===== src/rtl/mc_mainfsm_pkg.sv =====
`default_nettype none
// ============================================================================
//  Module   : mc_pkg
//  Purpose  : Shared types and encodings for the multicycle main control FSM:
//             state enum, datapath select encodings and instruction op codes.
//  Revision : 1.0  initial release
// ============================================================================
package mc_pkg;

    typedef enum logic [3:0] {
        FETCH    = 4'd0,
        DECODE   = 4'd1,
        MEMADR   = 4'd2,
        MEMRD    = 4'd3,
        MEMWB    = 4'd4,
        MEMWR    = 4'd5,
        EXECUTER = 4'd6,
        EXECUTEI = 4'd7,
        ALUWB    = 4'd8,
        BRANCH   = 4'd9
    } mc_state_e;

    // alu_src_a encodings
    localparam logic [1:0] SRCA_RD1      = 2'd0;
    localparam logic [1:0] SRCA_PC       = 2'd1;

    // alu_src_b encodings
    localparam logic [1:0] SRCB_RD2      = 2'd0;
    localparam logic [1:0] SRCB_EXTIMM   = 2'd1;
    localparam logic [1:0] SRCB_FOUR     = 2'd2;

    // result_src encodings
    localparam logic [1:0] RES_ALUOUT    = 2'd0;
    localparam logic [1:0] RES_DATA      = 2'd1;
    localparam logic [1:0] RES_ALURESULT = 2'd2;

    // Instr[27:26] op classes
    localparam logic [1:0] OP_DP         = 2'b00;
    localparam logic [1:0] OP_MEM        = 2'b01;
    localparam logic [1:0] OP_BR         = 2'b10;

endpackage
`default_nettype wire


===== src/rtl/mc_mainfsm_outdec.sv =====
`default_nettype none
// ============================================================================
//  Module   : mc_mainfsm_outdec
//  Purpose  : Combinational Moore output decode for the main control FSM.
//             ir_write/next_pc additionally qualify on mem_ready in FETCH.
//  Config   : MC_MAINFSM_BL_EN adds link_w, asserted in BRANCH for BL.
//  Revision : 1.0  initial release
// ============================================================================
module mc_mainfsm_outdec
    import mc_pkg::*;
(
    input  mc_state_e  state,
    input  logic       mem_ready,
`ifdef MC_MAINFSM_BL_EN
    input  logic       funct4,
    output logic       link_w,
`endif
    output logic       mem_req,
    output logic       ir_write,
    output logic       next_pc,
    output logic       adr_src,
    output logic [1:0] alu_src_a,
    output logic [1:0] alu_src_b,
    output logic [1:0] result_src,
    output logic       alu_op,
    output logic       reg_w,
    output logic       mem_w,
    output logic       branch
);

    // Per-state output decode; every output defaults to 0 first
    always_comb begin
        mem_req    = 1'b0;
        ir_write   = 1'b0;
        next_pc    = 1'b0;
        adr_src    = 1'b0;
        alu_src_a  = SRCA_RD1;
        alu_src_b  = SRCB_RD2;
        result_src = RES_ALUOUT;
        alu_op     = 1'b0;
        reg_w      = 1'b0;
        mem_w      = 1'b0;
        branch     = 1'b0;
`ifdef MC_MAINFSM_BL_EN
        link_w     = 1'b0;
`endif
        case (state)
            FETCH: begin
                mem_req    = 1'b1;
                ir_write   = mem_ready;
                next_pc    = mem_ready;
                alu_src_a  = SRCA_PC;
                alu_src_b  = SRCB_FOUR;
                result_src = RES_ALURESULT;
            end
            DECODE: begin
                alu_src_a  = SRCA_PC;
                alu_src_b  = SRCB_FOUR;
                result_src = RES_ALURESULT;
            end
            EXECUTER: begin
                alu_op     = 1'b1;
            end
            EXECUTEI: begin
                alu_src_b  = SRCB_EXTIMM;
                alu_op     = 1'b1;
            end
            ALUWB: begin
                reg_w      = 1'b1;
            end
            MEMADR: begin
                alu_src_b  = SRCB_EXTIMM;
            end
            MEMRD: begin
                mem_req    = 1'b1;
                adr_src    = 1'b1;
            end
            MEMWB: begin
                result_src = RES_DATA;
                reg_w      = 1'b1;
            end
            MEMWR: begin
                mem_req    = 1'b1;
                adr_src    = 1'b1;
                mem_w      = 1'b1;
            end
            BRANCH: begin
                alu_src_b  = SRCB_EXTIMM;
                result_src = RES_ALURESULT;
                branch     = 1'b1;
`ifdef MC_MAINFSM_BL_EN
                link_w     = funct4;
`endif
            end
            default: begin
            end
        endcase
    end

endmodule
`default_nettype wire


===== src/rtl/mc_mainfsm.sv =====
`default_nettype none
// ============================================================================
//  Module   : mc_mainfsm
//  Purpose  : Main control state machine of the multicycle ARM core. Sequences
//             fetch/decode/execute/memory/writeback over a shared memory port
//             with a req/ready handshake, and counts retired instructions.
//  Config   : MC_MAINFSM_BL_EN adds the link_w output (BL writes R14).
//  Revision : 1.0  initial release
// ============================================================================
module mc_mainfsm
    import mc_pkg::*;
(
    input  logic        clk,
    input  logic        reset,
    input  logic [1:0]  op,
    input  logic [5:0]  funct,
    input  logic        mem_ready,
    output logic        mem_req,
    output logic        ir_write,
    output logic        next_pc,
    output logic        adr_src,
    output logic [1:0]  alu_src_a,
    output logic [1:0]  alu_src_b,
    output logic [1:0]  result_src,
    output logic        alu_op,
    output logic        reg_w,
    output logic        mem_w,
    output logic        branch,
    output logic        illegal,
`ifdef MC_MAINFSM_BL_EN
    output logic        link_w,
`endif
    output logic [31:0] instret
);

    mc_state_e   r_state;
    mc_state_e   w_next_state;
    logic        w_retire;
    logic [31:0] r_instret;

    logic        w_mem_req;
    logic        w_ir_write;
    logic        w_next_pc;
    logic        w_reg_w;
    logic        w_mem_w;
    logic        w_branch;
    logic        w_unused_funct;

`ifdef MC_MAINFSM_BL_EN
    logic        w_link_w;
    assign w_unused_funct = ^funct[3:1];
`else
    assign w_unused_funct = ^funct[4:1];
`endif

    // State register; reset aborts any instruction in flight
    always_ff @(posedge clk or posedge reset) begin
        if (reset) r_state <= FETCH;
        else       r_state <= w_next_state;
    end

    // Next-state logic and retire detection
    always_comb begin
        w_next_state = r_state;
        w_retire     = 1'b0;
        case (r_state)
            FETCH:    if (mem_ready) w_next_state = DECODE;
            DECODE: begin
                case (op)
                    OP_DP:   w_next_state = funct[5] ? EXECUTEI : EXECUTER;
                    OP_MEM:  w_next_state = MEMADR;
                    OP_BR:   w_next_state = BRANCH;
                    default: w_next_state = FETCH;
                endcase
            end
            EXECUTER: w_next_state = ALUWB;
            EXECUTEI: w_next_state = ALUWB;
            ALUWB: begin
                w_next_state = FETCH;
                w_retire     = 1'b1;
            end
            MEMADR:   w_next_state = funct[0] ? MEMRD : MEMWR;
            MEMRD:    if (mem_ready) w_next_state = MEMWB;
            MEMWB: begin
                w_next_state = FETCH;
                w_retire     = 1'b1;
            end
            MEMWR: begin
                if (mem_ready) begin
                    w_next_state = FETCH;
                    w_retire     = 1'b1;
                end
            end
            BRANCH: begin
                w_next_state = FETCH;
                w_retire     = 1'b1;
            end
            default:  w_next_state = FETCH;
        endcase
    end

    // Retired-instruction counter, wraps naturally at 32 bits
    always_ff @(posedge clk or posedge reset) begin
        if (reset)         r_instret <= 32'd0;
        else if (w_retire) r_instret <= r_instret + 32'd1;
    end

    mc_mainfsm_outdec u_outdec (
        .state      (r_state),
        .mem_ready  (mem_ready),
`ifdef MC_MAINFSM_BL_EN
        .funct4     (funct[4]),
        .link_w     (w_link_w),
`endif
        .mem_req    (w_mem_req),
        .ir_write   (w_ir_write),
        .next_pc    (w_next_pc),
        .adr_src    (adr_src),
        .alu_src_a  (alu_src_a),
        .alu_src_b  (alu_src_b),
        .result_src (result_src),
        .alu_op     (alu_op),
        .reg_w      (w_reg_w),
        .mem_w      (w_mem_w),
        .branch     (w_branch)
    );

    // Strobes are gated by reset so nothing fires while reset is asserted;
    // selects need no gating because the state is already forced to FETCH.
    assign mem_req  = w_mem_req  & ~reset;
    assign ir_write = w_ir_write & ~reset;
    assign next_pc  = w_next_pc  & ~reset;
    assign reg_w    = w_reg_w    & ~reset;
    assign mem_w    = w_mem_w    & ~reset;
    assign branch   = w_branch   & ~reset;
    assign illegal  = (r_state == DECODE) && (op == 2'b11) && !reset;
`ifdef MC_MAINFSM_BL_EN
    assign link_w   = w_link_w   & ~reset;
`endif
    assign instret  = r_instret;

endmodule
`default_nettype wire


===== config.mk =====
export PLATFORM = sky130hd
export DESIGN_NAME = mc_mainfsm
export DESIGN_NICKNAME = d
export VERILOG_FILES = /design/src/rtl/mc_mainfsm_pkg.sv /design/src/rtl/mc_mainfsm_outdec.sv /design/src/rtl/mc_mainfsm.sv
export SDC_FILE = /design/constraint.sdc
export NUM_CORES = 1
export LEC_CHECK = 0
export CAP_MARGIN = 20
export CORE_ASPECT_RATIO = 0.8
export CORE_MARGIN = 8
export CORE_UTILIZATION = 43
export DETAILED_ROUTE_END_ITERATION = 10
export HOLD_SLACK_MARGIN = 0.15
export PLACE_DENSITY = 0.87
export REMOVE_ABC_BUFFERS = 1
export SLEW_MARGIN = 10
export SYNTH_ARGS = -nofsm -noshare
export SYNTH_HDL_FRONTEND = slang
export SYNTH_SLANG_ARGS = --single-unit

===== constraint.sdc =====
create_clock -name clk -period 1.5 [get_ports clk]
set_input_delay 0.15 -clock clk [delete_from_list [all_inputs] [get_ports clk]]
set_output_delay 0.15 -clock clk [all_outputs]
set_load 0.03 [all_outputs]

Word-level counts from Yosys, hierarchy flattened
Index checks and enable logic that the tools add are counted.
{"block": "word_totals", "wordCells": 57, "reg_bits": 36, "out_inout_bits": 47, "inputBits": 11}
{"block": "classes", "n_eq_ne": 15, "n_mux": 19, "n_bitwise": 6, "reduce_logical": 14, "addsub": 1}
{"op": "adder 32 x 1 -> 32 bit, second input constant", "count": 1}
{"op": "case mux 4 bit (6 select lines)", "count": 1}
{"op": "equality test 4 x 3 -> 1 bit, second input constant", "count": 4}
{"op": "2-to-1 mux 4 bit", "count": 3}
{"op": "case mux 4 bit (3 select lines)", "count": 1}
{"op": "OR reduction 3 bit", "count": 4}
{"op": "2-to-1 mux 1 bit", "count": 10}
{"op": "equality test 4 x 2 -> 1 bit, second input constant", "count": 2}
{"op": "equality test 4 bit, second input constant", "count": 2}
{"op": "case mux 2 bit (2 select lines)", "count": 2}
{"op": "OR reduction 2 bit", "count": 4}
{"op": "inequality test 2 bit, second input constant", "count": 3}
{"op": "bitwise AND 1 bit", "count": 5}
{"op": "equality test 2 bit, second input constant", "count": 2}
{"op": "equality test 4 x 1 -> 1 bit, second input constant", "count": 1}
{"op": "zero test 4 bit", "count": 1}
{"op": "2-to-1 mux 3 bit", "count": 1}
{"op": "AND reduction 3 bit", "count": 1}
{"op": "equality test 2 x 1 -> 1 bit, second input constant", "count": 1}
{"op": "logical AND 1 bit", "count": 2}
{"op": "zero test 2 bit", "count": 1}
{"op": "case mux 1 bit (2 select lines)", "count": 1}
{"op": "zero test 1 bit", "count": 1}
{"op": "inverter 1 bit", "count": 1}

Logic depth before layout (Yosys ltp)
Gate-level depths: netlist (run 1).
{"block": "logic_depth", "ltp_word": 4, "ltp_mapped": 7, "mapped_depth_nobuf": 6}

By module
A second synthesis (run 1) with hierarchy kept.
{"block": "hier_totals", "hier_cells": 182, "area_unflattened_um2": 1939.4}
{"module": "mc_mainfsm", "n_inst": 1, "seq_area_each_um2": 900.9, "cells_each": 156, "area_per_inst_um2": 1749.2}
{"module": "mc_mainfsm_outdec", "n_inst": 1, "seq_area_each_um2": 0.0, "cells_each": 26, "area_per_inst_um2": 190.2}

Worst setup path before layout (run 1)
No wires, ideal clock.
{"block": "synth_path", "path_type": "register to output", "start": "register r_state[2]", "end": "output port reg_w", "required_ns": 1.350, "t_arrival_ns": 2.267, "path_stages_with_launch": 3, "slack_ns": -0.917, "n_path_buf": 0, "cell_sequence": "dfrtp_1 -> nand2b_1 -> a2111oi_0"}
{"block": "synth_via", "elab_chain_cells": 4, "word_cells_on_any_way": 5, "cone_classes": "eq/ne (2); mux (1); bitwise (1); reduce/logical (1)"}
{"element": "from (decl)", "line_no": "mc_mainfsm.sv:36", "rtl": "mc_state_e r_state;"}
{"element": "from (signal assigned)", "line_no": "mc_mainfsm.sv:59", "rtl": "else r_state <= w_next_state;"}
{"element": "equality test 4 bit or equality test 4 x 3 -> 1 bit (tied branches)", "line_no": "mc_mainfsm_outdec.sv:47", "rtl": "case (state)"}
{"element": "OR reduction 2 bit (no source line) *"}
{"element": "2-to-1 mux 1 bit *", "line_no": "mc_mainfsm_outdec.sv:47"}
{"element": "bitwise AND 1 bit *", "line_no": "mc_mainfsm.sv:133", "rtl": "assign reg_w = w_reg_w & ~reset;"}
{"element": "to (decl)", "line_no": "mc_mainfsm.sv:26", "rtl": "output logic reg_w,"}
Mark *: on every way between the ends. The rest lies on a longest branch, timed or not.

Worst setup path in the final report (run 1)
{"block": "layout_path", "start": "register r_state[3]", "end": "output port reg_w"}
Same word-level chain as after synthesis.

==> results.py, run 1 <==
metrics = {
    "outcome": {
        "failing_checks": "setup timing",
        "outcome": "complete, but fails checks",
    },
    "logic_synthesis": {
        "yosysSeqAreaShare_pct": 44.8,
        "netlist.area_leader.share_pct": 44.8,
        "yosys.area.top_type": "dfrtp_1",
        "count_of_distinct_cell_types_in_the_synthesized_netlist": 40,
        "yosys_warnings": 0,
        "post_synth_instance_area_um2": 2010,
        "synth.area.top_cells": "dfrtp_1, xnor2_1, xor2_1",
        "synth.avg_cell_area_um2": 10.2,
        "postSynthRegisterBits": 36,
        "netlist_instances": 197,
    },
    "power": {
        "post-layout-total-power_mw": 5.48,
        "combPwrFrac_pct": 61.4,
        "switching_share_pct": 44.4,
        "pwr-share-seq_pct": 22.6,
        "largest_voltage_drop_on_the_vdd_net_v": 0.00141,
        "p_leak_nw": 1.87,
        "power_density_over_cell_area_nw_per_um2": 1550,
        "clockPowerShare_pct": 16.0,
        "cell_internal_pwr_mw": 3.05,
        "total_switching_power_mw": 2.44,
    },
    "critical_path": {
        "worst_setup_path_end_kind": "output port",
        "crit_path_max_fanout": 4,
        "cpMostUsedCell": "buf_6",
        "critPathKind": "reg2out",
        "critPathArrivalTime_ps": 1630,
        "critPathMaxStageDelay_ps": 410,
        "critical_path_required_ps": 1350,
        "critPathSlowestCell": "dfrtp_1",
        "crit_path_cell_trace": "buf_6, buf_6, nand2b_4, a2111oi_4, buf_4",
        "setup.worst_path.start": "r_state[3]",
        "timing.critical_path.from_type": "flip-flop",
        "timing.rr.start": "r_state[3]",
    },
    "placed_design": {
        "placed_area_um2": 2860,
        "hpwl_mm": 4.34,
        "io_buffers": 52,
        "place_congestion": 0.787,
    },
    "route": {
        "drt_iter0_markers": 133,
        "avgRoutedWirePerCell_um": 23.4,
        "route.vias.total": 2113,
        "remaining_antenna_violation_count_after_routing": 0,
        "firstDrtPassIters": 4,
        "total_length_of_routed_wires_mm": 8.53,
        "detail_route.vias_per_cell": 5.80,
        "drcViolationCount": 0,
    },
    "layout": {
        "post-route-util_pct": 78.1,
        "final_common_cell": "buf_4",
        "antennaDiodeCount": 0,
        "area_delta_synth_final_pct": 76.2,
        "final_nets": 315,
        "finalInstanceArea_um2": 3550,
        "filler_cell_count": 263,
        "layout_common_cells": "buf_4, dfrtp_1, dlygate4sd2_1",
        "drive_above_1_share_pct": 47.0,
    },
    "flow_run": {
        "max_cap_viol_count": 0,
    },
    "floorplanning": {
        "dieWidth_um": 92.5,
        "design.portCount": 58,
        "die_y_um": 77.2,
        "site_row_count": 22,
        "core_area_um2": 4540,
        "dieArea_um2": 7140,
        "initial_core_util_pct": 44.3,
    },
    "global_routing": {
        "groute.layer.met1.usage_pct": 22.6,
        "gr_ovfl_total": 0,
        "met3_track_demand_over_resource_pct": 4.47,
        "grt.busiest_layer": "met2",
        "number_of_antenna_violations_at_the_first_check_in_global_routing": 0,
        "groute.usage.overall_pct": 18.9,
        "grt_pass1_vias": 2122,
        "grt_max_degree": 37,
        "grt_pass1_wl_mm": 10.9,
        "groute.layer.met2.usage_pct": 33.2,
    },
    "timing": {
        "timing_worst_slew_pin_value_ps": 553,
        "maxSlewHeadroom_pct": 63.1,
        "period_needed_ps": 1780,
        "final-hold-violation-count": 0,
        "unrepaired_setup_endpoints_after_global_routing": "yes",
        "skew_ps": 13.4,
        "timing.final.setup_violations": 48,
        "timing.final.crit_share_pct": 118,
        "fmax_mhz": 563,
        "timing.final.max_slew_violations": 0,
        "setup_ws_ps": -277,
    },
    "worst_hold_path": {
        "holdCritPathClass": "reg2reg",
        "worstHoldStart": "instret[31]",
    },
    "clocking": {
        "cts.reportedPaths.clkPinSlew_ps": 90,
        "worst_skew_pair_latency_ps": 310,
        "cts-buffers-inserted": 5,
        "cts_tree": "yes",
        "cts.root.buffer_cell": "clkbuf_8",
        "cts_max_path_buffers": 2,
        "ctsHtreeMaxLevel": 2,
        "cts-hold-fix-buffers": 0,
        "clock_sinks": 36,
    },
}
## power groups by stage
stage	sequential (mW)	combinational [mW]	clock, mW
global placement	1.20	2.14	0
global route	1.24	3.48	0.926
CTS	1.21	2.62	0.862
detailed placement	1.21	2.21	0
floorplan	1.47	1.00	0
finish	1.24	3.37	0.879
## state kept, by name, summed over array words and instances (netlist names)
signal	cells
r_state	4
instret	32
## repair_timing
action | 4_1_cts | 5_1_grt
hold endpoints to repair | 0 | 0
endpoints found under the setup margin | 58 | 47
setup buffers | 9 | 4
gates resized for setup | 73 | 65
pin swaps | 32 | 39
cloned | 0 | 1
## synthesized netlist by cell type
cell type	count
a2111oi_0	1
a211oi_1	1
a21oi_1	5
and2_1	1
and3_1	5
and4_1	6
buf_4	2
buf_6	1
clkbuf_1	5
conb_1	1
dfrtp_1	36
ha_1	1
inv_1	6
mux2_2	1
nand2_1	13
nand2_4	1
nand2b_1	3
nand2b_2	1
nand3_1	13
nand3_2	1
nand4_1	8
nand4_4	1
nand4b_4	1
nor2_1	17
nor2_2	1
nor2_4	1
nor2b_1	1
nor3_1	12
nor3_2	6
nor3b_1	1
nor4_1	1
nor4_4	2
o21a_4	1
o21ai_0	2
o21ai_4	1
o22a_1	2
o32ai_1	1
or2_1	1
xnor2_1	17
xor2_1	16
## critical path, delay by kind of cell, from the launching register on
kind,cells,cell delay (ps)
AOI/OAI and AO/OA,1,390
and+or+nand+nor,1,80
buffers and inverters,3,440
DFF,1,410
## final timing paths
path,end,slack [ps],cells after the start
max in group asynchronous,r_state[2],620,4
worst max register to register,instret[24],-280,6
min in group asynchronous,instret[18],670,4
worst min register to register,instret[31],480,1
worst max-delay path,reg_w,-280,5
worst min-delay path,instret[31],480,1
## per-layer routing
| layer | routed length, µm | vias up |
|---|---|---|
| met5 | 0 | - |
| li1 | - | 907 |
| met4 | 456 | 0 |
| met3 | 579 | 42 |
| met2 | 4310 | 132 |
| met1 | 3190 | 1032 |
## per-stage QoR
step,std cells,TNS (ps),setup slack [ps],hold slack [ps]
final,364,-7210,-277,477
after floorplan,189,-7460,-1100,299
after detailed placement,343,-3350,-266,467
after global placement,343,-2640,-206,464
after CTS,360,-3240,-240,475
after global routing,364,-9970,-342,519
## cell families after synthesis
logic type | Yosys count | share of synthesized area, %
AO/OA/AOI/OAI | 14 | 5.41
XOR/XNOR | 33 | 14.4
adder cells (fa/ha/maj) | 1 | 0.622
buffers and inverters | 14 | 3.36
flip-flops | 36 | 44.8
multiplexers | 1 | 0.560
other | 1 | 0.186
AND/OR/NAND/NOR | 97 | 30.7
## final cells by class
cell class	instances	area [µm²]	share of cell area, %
multi-input combinational	147	1450	41.0
tap	60	75.1	2.12
timing repair buffer	107	981	27.7
inverter	6	22.5	0.635
clock buffer	5	68.8	1.94
sequential	36	902	25.4
clock inverter	3	42.5	1.20
No activity file was read; power rests on OpenSTA's default activity.
==> run 2, diff against run 1 <==
--- a/config.mk
+++ b/config.mk
@@ -6,7 +6,6 @@
 export NUM_CORES = 1
 export LEC_CHECK = 0
 export CAP_MARGIN = 20
-export CORE_ASPECT_RATIO = 0.8
 export CORE_MARGIN = 8
 export CORE_UTILIZATION = 43
 export DETAILED_ROUTE_END_ITERATION = 10
==> results.py, run 2 (synthesized netlist as in run 1, its figures left out) <==
metrics = {
    "global_routing": {
        "grt_max_degree": 37,
        "groute.layer.met2.usage_pct": 29.7,
        "groute.usage.overall_pct": 16.3,
        "number_of_antenna_violations_at_the_first_check_in_global_routing": 0,
        "met3_track_demand_over_resource_pct": 5.17,
        "gr_ovfl_total": 0,
        "grt.busiest_layer": "met2",
        "grt_pass1_wl_mm": 9.53,
        "groute.layer.met1.usage_pct": 16.6,
        "grt_pass1_vias": 2099,
    },
    "critical_path": {
        "critPathArrivalTime_ps": 1630,
        "reg2reg_to": "instret[24]",
        "critical_path_required_ps": 1350,
        "timing.rr.start": "r_state[2]",
        "worst_setup_path_end_kind": "output port",
        "crit_path_max_fanout": 4,
        "worst-r2r-cell-count": 5,
        "setup.worst_path.start": "r_state[2]",
        "timing.critical_path.from_type": "flip-flop",
        "reg2reg_setup_slack_ps": -190,
        "endpoint": "branch",
        "critPathKind": "reg2out",
    },
    "floorplanning": {
        "dieArea_um2": 7120,
        "initial_core_util_pct": 43.5,
        "design.portCount": 58,
        "dieWidth_um": 84.4,
        "die_y_um": 84.4,
        "core_area_um2": 4630,
        "site_row_count": 25,
    },
    "clocking": {
        "cts.root.buffer_cell": "clkbuf_8",
        "ctsHtreeMaxLevel": 2,
        "cts-buffers-inserted": 5,
        "cts.reportedPaths.clkPinSlew_ps": 80,
        "cts_tree": "yes",
        "clock_sinks": 36,
        "cts_max_path_buffers": 2,
        "worst_skew_pair_latency_ps": 300,
    },
    "route": {
        "avgRoutedWirePerCell_um": 18.1,
        "detail_route.vias_per_cell": 5.49,
        "remaining_antenna_violation_count_after_routing": 0,
        "drcViolationCount": 0,
        "drt_iter0_markers": 62,
        "route.vias.total": 1972,
        "firstDrtPassIters": 4,
        "total_length_of_routed_wires_mm": 6.49,
    },
    "placed_design": {
        "io_buffers": 52,
        "hpwl_mm": 3.75,
        "placed_cells": 333,
        "place_congestion": 0.779,
    },
    "worst_hold_path": {
        "holdCritPathClass": "reg2reg",
    },
    "timing": {
        "setup_ws_ps": -278,
        "timing.final.crit_share_pct": 119,
        "skew_ps": 13.0,
        "timing.final.setup_violations": 34,
        "fmax_mhz": 562,
        "period_needed_ps": 1780,
        "timing.final.max_slew_violations": 0,
        "final-hold-violation-count": 0,
        "finalSetupTns_ps": -2680,
        "unrepaired_setup_endpoints_after_global_routing": "yes",
    },
    "outcome": {
        "failing_checks": "setup timing",
        "outcome": "complete, but fails checks",
    },
    "layout": {
        "area_delta_synth_final_pct": 70.0,
        "final_nets": 316,
        "multi_input_comb_area_um2": 1340,
        "antennaDiodeCount": 0,
        "largest_register_ffs": 32,
        "register_area_um2": 906,
        "finish.cell_count_without_fillers": 359,
        "filler_cell_count": 317,
        "layout_common_cells": "buf_4, dfrtp_1, dlygate4sd2_1",
        "final_common_cell": "buf_4",
        "drive_above_1_share_pct": 44.6,
    },
    "power": {
        "largest_voltage_drop_on_the_vdd_net_v": 0.00156,
        "power_density_over_cell_area_nw_per_um2": 1540,
        "p_leak_nw": 1.75,
    },
    "flow_run": {
        "max_cap_viol_count": 0,
    },
}
## run 2: repair_timing
item	in CTS	in global routing
hold buffers	0	0
buffers inserted	12	5
gates resized for setup	67	48
cloned	0	1
endpoints found under the setup margin	59	43
pin swaps	19	34
## run 2: critical path: stages, from the launching register on
cell and delay [ps]:
dfrtp_1 420, nand2b_2 290, buf_4 190, nor3_1 220
buf_4 210
## run 2: final cells by class
cell class	instances	area share, %
Multi-Input combinational cell	147	39.2
Timing Repair Buffer	108	28.5
Sequential cell	36	26.5
Clock buffer	6	2.12
Tap cell	54	1.98
Clock inverter	2	1.02
Inverter	6	0.658
## run 2: metal layers
layer  up-vias  wire (µm)
met1       997       2450
met5         -          0
met2        60       3540
met4         0        152
li1        896          -
met3        19        349
## run 2: how the worst min path moves through the flow
stage | slack, ps | endpoint | startpoint | cells after the start
floorplan | 300 | r_state[3] | op[1] | 2
global placement | 460 | instret[31] | instret[31] | 1
detailed placement | 470 | instret[31] | instret[31] | 1
CTS | 470 | instret[31] | instret[31] | 1
global route | 470 | instret[31] | instret[31] | 1
finish | 460 | instret[31] | instret[31] | 1
## run 2: report_power, final
part           internal, mW  switching [mW]  leakage, nW  total [mW]
combinational          1.48            1.71         1.22        3.19
sequential             1.09           0.119        0.474        1.21
clock                 0.493           0.357       0.0552       0.851
total                  3.07            2.19         1.75        5.26
## run 2: stage by stage
stage / total power, mW / instance area, µm² / setup slack [ps] / utilization [%] / hold WS (ps)
3_3_place_gp: 3.30 / 2820 / -190 / 60.9 / 455
4_1_cts: 4.71 / 3150 / -161 / 68.1 / 475
2_1_floorplan: 2.47 / 1970 / -1100 / - / 299
6_report: 5.26 / 3420 / -278 / 73.9 / 458
3_5_place_dp: 3.34 / 2820 / -245 / 60.9 / 465
5_1_grt: 5.47 / 3420 / -300 / 73.9 / 471
